<file path="src/rtl/snake_game_ctrl.sv">
// Snake game controller: tick-driven body movement, collision handling and LFSR food placement.
// Define SNAKE_WRAP_EN to let the head wrap across grid edges instead of ending the game.
module snake_game_ctrl #(
  parameter int TICK_DIV = 10000000,
  parameter int MAX_LEN  = 8,
  parameter int GRID     = 12
) (
  input  logic       iVGA_CLK,
  input  logic       iRST_n,
  input  logic       start,
  input  logic       move_up,
  input  logic       move_down,
  input  logic       move_left,
  input  logic       move_right,
  input  logic [3:0] seg_idx,
  output logic [3:0] seg_x,
  output logic [3:0] seg_y,
  output logic [3:0] food_x,
  output logic [3:0] food_y,
  output logic [4:0] snake_len,
  output logic [7:0] score,
  output logic       running,
  output logic       game_over,
  output logic       step_pulse
);

  localparam int TW    = (TICK_DIV > 1) ? $clog2(TICK_DIV) : 1;
  localparam int CELLS = GRID * GRID;

  typedef enum logic [2:0] {S_IDLE, S_RUN, S_MOVE, S_FOOD, S_OVER} state_t;
  typedef enum logic [1:0] {D_UP, D_DOWN, D_LEFT, D_RIGHT} dir_t;

  state_t        r_state, w_nextState;
  dir_t          r_dir, w_reqDir;
  logic [TW-1:0] r_tick;
  logic [7:0]    r_lfsr;
  logic [3:0]    r_segX [MAX_LEN];
  logic [3:0]    r_segY [MAX_LEN];
  logic [4:0]    r_len;
  logic [7:0]    r_score;
  logic [3:0]    r_foodX, r_foodY;
  logic [3:0]    r_scanX, r_scanY;
  logic          r_stepPulse;

  logic       w_reqValid, w_opposite, w_tickWrap, w_reinit;
  logic [4:0] w_nx5, w_ny5, w_limit;
  logic [3:0] w_nextX, w_nextY;
  logic       w_out, w_eat, w_hit, w_scanHit, w_commitMove, w_grow;
  logic [8:0] w_seedCell;
  logic [3:0] w_seedX, w_seedY;

  assign w_tickWrap   = (r_tick == TW'(TICK_DIV - 1));
  assign w_reinit     = (r_state == S_OVER) && start;
  assign w_eat        = (w_nextX == r_foodX) && (w_nextY == r_foodY);
  assign w_commitMove = (r_state == S_MOVE) && !w_out && !w_hit;
  assign w_grow       = w_commitMove && w_eat;

  assign w_seedCell = {1'b0, r_lfsr} % 9'(CELLS);
  assign w_seedX    = 4'(w_seedCell % 9'(GRID));
  assign w_seedY    = 4'(w_seedCell / 9'(GRID));

  always_comb begin
    w_reqValid = 1'b1;
    w_reqDir   = r_dir;
    if (move_up)         w_reqDir = D_UP;
    else if (move_down)  w_reqDir = D_DOWN;
    else if (move_left)  w_reqDir = D_LEFT;
    else if (move_right) w_reqDir = D_RIGHT;
    else                 w_reqValid = 1'b0;
  end

  // Opposite directions share bit 1 and differ in bit 0 (UP/DOWN, LEFT/RIGHT).
  assign w_opposite = (w_reqDir[1] == r_dir[1]) && (w_reqDir[0] != r_dir[0]);

  always_comb begin
    w_nx5 = {1'b0, r_segX[0]};
    w_ny5 = {1'b0, r_segY[0]};
    case (r_dir)
      D_UP:    w_ny5 = w_ny5 - 5'd1;
      D_DOWN:  w_ny5 = w_ny5 + 5'd1;
      D_LEFT:  w_nx5 = w_nx5 - 5'd1;
      default: w_nx5 = w_nx5 + 5'd1;
    endcase
`ifdef SNAKE_WRAP_EN
    w_out   = 1'b0;
    w_nextX = (w_nx5 == 5'(GRID)) ? 4'd0 : ((w_nx5 == 5'h1F) ? 4'(GRID - 1) : w_nx5[3:0]);
    w_nextY = (w_ny5 == 5'(GRID)) ? 4'd0 : ((w_ny5 == 5'h1F) ? 4'(GRID - 1) : w_ny5[3:0]);
`else
    w_out   = (w_nx5 >= 5'(GRID)) || (w_ny5 >= 5'(GRID));
    w_nextX = w_nx5[3:0];
    w_nextY = w_ny5[3:0];
`endif
  end

  // The tail vacates its cell on a plain move, so it only blocks the head when eating.
  always_comb begin
    w_hit   = 1'b0;
    w_limit = w_eat ? r_len : (r_len - 5'd1);
    for (int i = 0; i < MAX_LEN; i++) begin
      if ((5'(i) < w_limit) && (r_segX[i] == w_nextX) && (r_segY[i] == w_nextY))
        w_hit = 1'b1;
    end
  end

  always_comb begin
    w_scanHit = 1'b0;
    for (int i = 0; i < MAX_LEN; i++) begin
      if ((5'(i) < r_len) && (r_segX[i] == r_scanX) && (r_segY[i] == r_scanY))
        w_scanHit = 1'b1;
    end
  end

  always_comb begin
    w_nextState = r_state;
    unique case (r_state)
      S_IDLE:  if (start) w_nextState = S_RUN;
      S_RUN:   if (w_tickWrap) w_nextState = S_MOVE;
      S_MOVE: begin
        if (w_out || w_hit) w_nextState = S_OVER;
        else if (w_eat)     w_nextState = S_FOOD;
        else                w_nextState = S_RUN;
      end
      S_FOOD:  if (!w_scanHit) w_nextState = S_RUN;
      S_OVER:  if (start) w_nextState = S_IDLE;
      default: w_nextState = S_IDLE;
    endcase
  end

  always_ff @(posedge iVGA_CLK or negedge iRST_n) begin
    if (!iRST_n) r_state <= S_IDLE;
    else         r_state <= w_nextState;
  end

  always_ff @(posedge iVGA_CLK or negedge iRST_n) begin
    if (!iRST_n)               r_tick <= '0;
    else if (r_state != S_RUN) r_tick <= '0;
    else if (w_tickWrap)       r_tick <= '0;
    else                       r_tick <= r_tick + TW'(1);
  end

  always_ff @(posedge iVGA_CLK or negedge iRST_n) begin
    if (!iRST_n)
      r_dir <= D_RIGHT;
    else if (w_reinit)
      r_dir <= D_RIGHT;
    else if ((r_state == S_RUN) && w_reqValid && !w_opposite)
      r_dir <= w_reqDir;
  end

  always_ff @(posedge iVGA_CLK or negedge iRST_n) begin
    if (!iRST_n) r_lfsr <= 8'h01;
    else         r_lfsr <= {r_lfsr[6:0], r_lfsr[7] ^ r_lfsr[5] ^ r_lfsr[4] ^ r_lfsr[3]};
  end

  always_ff @(posedge iVGA_CLK or negedge iRST_n) begin
    if (!iRST_n) begin
      for (int i = 0; i < MAX_LEN; i++) begin
        r_segX[i] <= (i < 4) ? 4'(6 - i) : 4'd0;
        r_segY[i] <= (i < 4) ? 4'd6 : 4'd0;
      end
      r_len   <= 5'd4;
      r_score <= 8'd0;
      r_foodX <= 4'd2;
      r_foodY <= 4'd2;
    end else if (w_reinit) begin
      for (int i = 0; i < MAX_LEN; i++) begin
        r_segX[i] <= (i < 4) ? 4'(6 - i) : 4'd0;
        r_segY[i] <= (i < 4) ? 4'd6 : 4'd0;
      end
      r_len   <= 5'd4;
      r_score <= 8'd0;
      r_foodX <= 4'd2;
      r_foodY <= 4'd2;
    end else begin
      if (w_commitMove) begin
        for (int i = 1; i < MAX_LEN; i++) begin
          r_segX[i] <= r_segX[i-1];
          r_segY[i] <= r_segY[i-1];
        end
        r_segX[0] <= w_nextX;
        r_segY[0] <= w_nextY;
      end
      if (w_grow) begin
        if (r_len < 5'(MAX_LEN)) r_len <= r_len + 5'd1;
        if (r_score != 8'hFF)    r_score <= r_score + 8'd1;
      end
      if ((r_state == S_FOOD) && !w_scanHit) begin
        r_foodX <= r_scanX;
        r_foodY <= r_scanY;
      end
    end
  end

  // Scan walks cells in row-major order, wrapping from the last cell back to cell 0.
  always_ff @(posedge iVGA_CLK or negedge iRST_n) begin
    if (!iRST_n) begin
      r_scanX <= 4'd0;
      r_scanY <= 4'd0;
    end else if (w_grow) begin
      r_scanX <= w_seedX;
      r_scanY <= w_seedY;
    end else if (r_state == S_FOOD) begin
      if (r_scanX == 4'(GRID - 1)) begin
        r_scanX <= 4'd0;
        r_scanY <= (r_scanY == 4'(GRID - 1)) ? 4'd0 : r_scanY + 4'd1;
      end else begin
        r_scanX <= r_scanX + 4'd1;
      end
    end
  end

  always_ff @(posedge iVGA_CLK or negedge iRST_n) begin
    if (!iRST_n) r_stepPulse <= 1'b0;
    else         r_stepPulse <= w_commitMove;
  end

  always_comb begin
    seg_x = 4'd0;
    seg_y = 4'd0;
    for (int i = 0; i < MAX_LEN; i++) begin
      if ((seg_idx == 4'(i)) && (5'(i) < r_len)) begin
        seg_x = r_segX[i];
        seg_y = r_segY[i];
      end
    end
  end

  assign food_x     = r_foodX;
  assign food_y     = r_foodY;
  assign snake_len  = r_len;
  assign score      = r_score;
  assign step_pulse = r_stepPulse;
  assign running    = (r_state == S_RUN) || (r_state == S_MOVE) || (r_state == S_FOOD);
  assign game_over  = (r_state == S_OVER);

endmodule

</file>
<file path="config.mk">
export PLATFORM = sky130hd
export DESIGN_NAME = snake_game_ctrl
export DESIGN_NICKNAME = d
export VERILOG_FILES = /design/src/rtl/snake_game_ctrl.sv
export SDC_FILE = /design/constraint.sdc
export NUM_CORES = 1
export LEC_CHECK = 0
export CAP_MARGIN = 20
export CORE_UTILIZATION = 58
export DETAILED_ROUTE_END_ITERATION = 6
export PLACE_DENSITY_LB_ADDON = 0.08
export SYNTH_ARGS = -nofsm -noshare
export SYNTH_HDL_FRONTEND = slang
export SYNTH_SLANG_ARGS = --single-unit
</file>
<file path="constraint.sdc">
create_clock -name iVGA_CLK -period 6 [get_ports iVGA_CLK]
set_input_delay 0.6 -clock iVGA_CLK [delete_from_list [all_inputs] [get_ports iVGA_CLK]]
set_output_delay 0.6 -clock iVGA_CLK [all_outputs]
set_load 0.05 [all_outputs]
</file>
==> results of run 1 <==
stage by stage:
step / setup WS (ns) / instances / power [mW] / utilization
2_1_floorplan: 1.68 / 1119 / 3.51 / -
3_3_place_gp: 0.803 / 1293 / 4.13 / 0.621
3_5_place_dp: 0.599 / 1293 / 4.16 / 0.621
4_1_cts: 0.588 / 1325 / 5.25 / 0.659
5_1_grt: 0.176 / 1329 / 5.59 / 0.662
6_report: 0.466 / 1329 / 5.30 / 0.662
how the worst min path moves through the flow:
stage                     depth (start not counted)         to  slack, ns
final                                             1   score[6]       0.14
after global placement                            0  r_lfsr[1]       0.39
after detailed placement                          0  r_lfsr[1]       0.40
after floorplan                                   0  food_x[0]       0.30
after global routing                              1   score[6]       0.19
after CTS                                         1   score[6]       0.17
logic make-up (layout without fill, tap and decap cells):
| kind of cell | Yosys count | in the layout |
|---|---|---|
| AND/OR/NAND/NOR | 391 | 391 |
| AO/OA/AOI/OAI | 270 | 270 |
| XOR/XNOR | 171 | 171 |
| flip-flops | 131 | 131 |
| buffers and inverters | 117 | 111 |
| multiplexers | 24 | 24 |
| adder cells (fa/ha/maj) | 15 | 15 |
flip-flops by register name (all words and copies together), names as in the netlist, 5 cells and up:
| signal | count |
|---|---|
| r_lfsr | 8 |
| r_segX | 32 |
| r_segY | 32 |
| r_tick | 24 |
| score | 8 |
| snake_len | 5 |
layer usage:
layer | share of wire | global-route usage | vias to the layer above
li1 | - | - | 3966
met1 | 0.42 | 0.452 | 4121
met3 | 0.070 | 0.0500 | 86
met2 | 0.47 | 0.543 | 390
met4 | 0.033 | 0.139 | 0
met5 | 0 | 0 | -
final cells by class:
type,instances,area [um2],area share
clock inverter,14,178,0.0170
clock buffer,18,429,0.0410
sequential,131,3300,0.315
timing repair buffer,62,596,0.0569
tap,216,270,0.0258
inverter,17,63.8,0.00609
multi-input combinational,871,5630,0.538
cell usage after synthesis (7+ instances only):
master / count / share of area
and3_1: 8 / 0.0053
o211ai_1: 7 / 0.0056
a21oi_1: 84 / 0.045
ha_1: 13 / 0.017
a221oi_1: 8 / 0.0075
xnor2_1: 104 / 0.097
a31oi_1: 10 / 0.0067
a22oi_1: 17 / 0.014
nor3b_1: 10 / 0.0080
mux2i_1: 20 / 0.021
nand2b_1: 8 / 0.0053
dfstp_2: 21 / 0.059
nand2_1: 66 / 0.026
a211oi_1: 7 / 0.0056
a22o_1: 7 / 0.0065
xor2_1: 65 / 0.061
nand4_1: 27 / 0.018
o31ai_1: 7 / 0.0056
dfrtp_1: 110 / 0.29
o21ai_0: 89 / 0.047
nor2_1: 81 / 0.032
clkbuf_1: 72 / 0.029
inv_1: 16 / 0.0064
nor3_1: 33 / 0.018
buf_1: 8 / 0.0032
buf_2: 14 / 0.0075
nor4_1: 20 / 0.013
nand3_1: 102 / 0.054
power by group:
| group | total [mW] | internal, mW | switching [mW] |
|---|---|---|---|
| combinational | 2.41 | 1.09 | 1.32 |
| sequential | 1.81 | 1.17 | 0.640 |
| clock | 1.08 | 0.659 | 0.423 |
==> results.cfg, run 1 <==
[cts]
ctsHoldBuffers = 0
cts_resized = 0
h-tree-depth = 4
clock-sinks = 131
post_cts_buffers = 0
clk_pin_slew_ns = 0.06
clock_latency_ns = 0.43
cts_buffers = 17
max-clock-path-buffers = 2
cts_tree = built
root_buffer = clkbuf_16

[placed_design]
placed_cell_area_um2 = 9830
hpwlAfterDp_mm = 18.5
gp_congestion = 0.950
io_buffers = 42

[critical_path]
cp_common_cell = a21oi_1
r2r_end = r_segY[27]
end_kind = register
cp_cell_sequence = inv_2, nor2_1, fa_1, xnor2_1, nand4_1, nor4_1, a41oi_1, or3_1, a21oi_1, o31ai_1, or3_2, buf_4, o21ai_0, a21oi_1
cpPeakStageDelay_ns = 0.83
crit_type = register to register
timing.rr.start = r_dir[1]
worstPathRequired_ns = 6.35
reg2reg_depth = 14
crit_end = r_segY[27]
critPathBufInv = 2
ff2ff_setup_slack_ns = 0.47
path_depth = 14
cp_max_fo = 38
crit_family = compound AO/OA/AOI/OAI gates
critPathLaunch = r_dir[1]
cpMaxStageDelayCell = dfstp_2
cp-start-kind = register
worstPathArrival_ns = 5.88

[sta]
min_period_ns = 5.53
slew_viol_final = 0
period_share = 0.922
fmax_mhz = 181
grt_setup_unrepaired = no
worstMarginPinSlew_ns = 0.948
tns_ns = 0
setup_violations = 0
fin_skew_ns = 0.0102
max-slew-margin-rel = 0.363
hold_viol = 0
fin_hold_ws_ns = 0.144

[drt]
via_per_inst = 6.44
drt_iter0_markers = 933
drc = 0
vias = 8563
post_drt_wl_per_cell_um = 20.3
first_pass_iters = 5
drt_wl_total_mm = 27.0
ant_nets = 0

[cells_and_area]
layout_common_cells = dfrtp_1 (110), xnor2_1 (104), nand3_1 (102), o21ai_0 (89), a21oi_1 (84)
design_area_um2 = 10500
syn_to_final_growth_pct = 11.4
fillCellCount = 1332
num_antenna_cells = 0
layout_commonest_cell = dfrtp_1
nets = 1126
final_layout_size_suffix_gt1_frac = 0.0854

[flow_run]
cap_violations = 0

[logic_synthesis]
synth_top_family_by_area = simple AND/OR/NAND/NOR gates
ys_async_sr_fraction = 1.00
synth-edff-count = 0
synth_warnings = 0
syn_inst = 1119
synth_fa_ha_area_frac = 0.0216
synth_mux_area_frac = 0.0269
ys_ff_latch = 131
ys_seq_area_frac = 0.352
synth_xor_area_frac = 0.161
ys.flop_type = dfrtp_1
synthSimpleGateAreaFrac = 0.210
synth_area_per_cell_um2 = 8.40
syn_area_um2 = 9400
synthDistinctLibCells = 72
synth_compound_area_frac = 0.178
synth.net_count = 1145

[power]
p_per_area_nw_per_um2 = 506
power.leakage_nw = 3.97
ir_worst_vdd_mv = 0.323

[die]
start_util = 0.594
die_w_um = 129
die_area_um2 = 16700
coreArea_um2 = 15800
dieHeight_um = 129
io_pins = 43
fp-row-count = 46

[grt]
antenna_found_initial = 0
globalRouteOverflowTotal = 0
track_usage = 0.336
grt_pass1_wl_mm = 43.1
grt_pass1_vias = 7898
grt_max_degree = 70

[run_status]
status = finished clean

[worst_hold_path]
worst_hold_path_type = input port to async pin
(Power assumes the default switching activity.)
==> run 2: changes to the inputs <==
CORE_UTILIZATION = 64   (was 58)
CTS_BUF_LIST = sky130_fd_sc_hd__clkbuf_4   (was unset)
==> results.cfg, run 2 (synthesis gave the netlist of run 1 again) <==
[grt]
grt_max_degree = 78
globalRouteOverflowTotal = 0
grt_pass1_vias = 7769
antenna_found_initial = 2
grt_pass1_wl_mm = 42.3
track_usage = 0.369

[power]
combPwrFrac = 0.495
p_sw_mw = 2.33
p_int_mw = 2.51
p_sw_frac = 0.481
clockPowerShare = 0.132
p_per_area_nw_per_um2 = 478
power.leakage_nw = 3.81
seq_power_share = 0.373
ir_worst_vdd_mv = 0.287

[sta]
max-slew-margin-rel = 0.236
slew_viol_final = 0
period_share = 0.936
finalWorstSetupSlack_ns = 0.386
fin_skew_ns = 0.0294
setup_violations = 0
grt_setup_unrepaired = no
fmax_mhz = 178
min_period_ns = 5.61
tns_ns = 0
worstMarginPinSlew_ns = 1.14
hold_viol = 0

[critical_path]
worstPathArrival_ns = 6.11
crit_family = compound AO/OA/AOI/OAI gates
timing.rr.start = r_dir[1]
cp_max_fo = 36
r2r_end = r_segY[15]
cp-start-kind = register
ff2ff_setup_slack_ns = 0.39
cp_common_cell = a21oi_1
end_kind = register
reg2reg_depth = 14
critPathBufInv = 3
cpMaxStageDelayCell = dfstp_2
cp_cell_sequence = inv_2, nand2_1, inv_1, fa_1, xnor2_1, nor4_1, a41oi_1, or3_1, a21oi_1, o31ai_1, or3_2, buf_4, o21ai_0, a21oi_1
crit_type = register to register
worstPathRequired_ns = 6.50
cpPeakStageDelay_ns = 0.84

[cts]
cts_resized = 0
max-clock-path-buffers = 2
root_buffer = clkbuf_4
h-tree-depth = 4
cts_buffers = 17
ctsHoldBuffers = 1
clock-sinks = 131
clk_pin_slew_ns = 0.13
cts_tree = built
post_cts_buffers = 0
clock_latency_ns = 0.59

[placed_design]
gp_congestion = 0.998
io_buffers = 42
hpwlAfterDp_mm = 18.4
pre_cts_ws_ns = 0.527

[drt]
via_per_inst = 6.66
vias = 8596
ant_nets = 0
post_drt_wl_per_cell_um = 20.8
first_pass_iters = 6
drc = 0
drt_wl_total_mm = 26.8
drt_iter0_markers = 962

[worst_hold_path]
worst_hold_path_type = register to register
worstHoldStart = r_lfsr[0]
min_path_cells = 0
hold_end = r_lfsr[1]

[die]
die_area_um2 = 15200
io_pins = 43
dieHeight_um = 123
die_w_um = 123
coreArea_um2 = 14100
start_util = 0.667
fp-row-count = 43

[cells_and_area]
final_layout_size_suffix_gt1_frac = 0.0812
nets = 1122
layout_commonest_cell = dfrtp_1
largestRegisters = r_segX (32), r_segY (32), r_tick (24)
syn_to_final_growth_pct = 7.65
layout_common_cells = dfrtp_1 (110), xnor2_1 (104), nand3_1 (102), o21ai_0 (89), a21oi_1 (84)

[flow_run]
cap_violations = 0

[run_status]
status = finished clean
[run 2: cell count changes in the layout (fill, tap and decap cells not counted), moves of 2 or more]
| cell | delta |
|---|---|
| buf_4 | -3 |
| clkbuf_16 | -17 |
| clkbuf_4 | +17 |
| clkinv_4 | -3 |
| diode_2 | +2 |
| inv_8 | +3 |
[run 2: power by group through the flow]
stage	combinational [mW]	sequential [mW]	clock, mW
final	2.39	1.81	0.637
after global routing	2.63	1.83	0.690
after CTS	2.37	1.77	0.648
after detailed placement	2.35	1.79	0
after global placement	2.31	1.79	0
after floorplan	2.00	1.51	0
[run 2: worst max-delay path by stage]
stage               startpoint          to  cells after the start
floorplan             r_dir[1]  r_scanX[2]                     18
global placement      r_dir[1]  r_segX[11]                     14
detailed placement    r_dir[1]  r_segY[15]                     14
CTS                   r_dir[1]  r_segY[15]                     14
global route          r_dir[1]  r_segY[19]                     14
finish                r_dir[1]  r_segY[15]                     14
[run 2: final cells by class]
type | count | area (um2)
sequential | 131 | 3300
clock buffer | 17 | 128
clock inverter | 15 | 170
timing repair buffer | 58 | 589
multi-input combinational | 871 | 5630
fill | 1144 | 3980
inverter | 17 | 63.8
antenna | 2 | 5.00
tap | 180 | 225
[run 2: layer usage]
layer	GRT usage	vias up	wire length, um
li1	-	3958	-
met2	0.549	429	12100
met5	0	-	0
met1	0.517	4137	11400
met4	0.158	0	970
met3	0.0821	72	2360
[run 2: stage by stage]
| step | power [mW] | util | cell area (um2) | hold slack (ns) | std cells |
|---|---|---|---|---|---|
| 4_1_cts | 4.79 | 0.716 | 10100 | 0.425 | 1288 |
| 6_report | 4.84 | 0.718 | 10100 | 0.423 | 1291 |
| 3_5_place_dp | 4.14 | 0.694 | 9780 | 0.408 | 1255 |
| 5_1_grt | 5.15 | 0.718 | 10100 | 0.426 | 1291 |
| 2_1_floorplan | 3.51 | - | 9400 | 0.304 | 1119 |
| 3_3_place_gp | 4.09 | 0.694 | 9780 | 0.408 | 1255 |
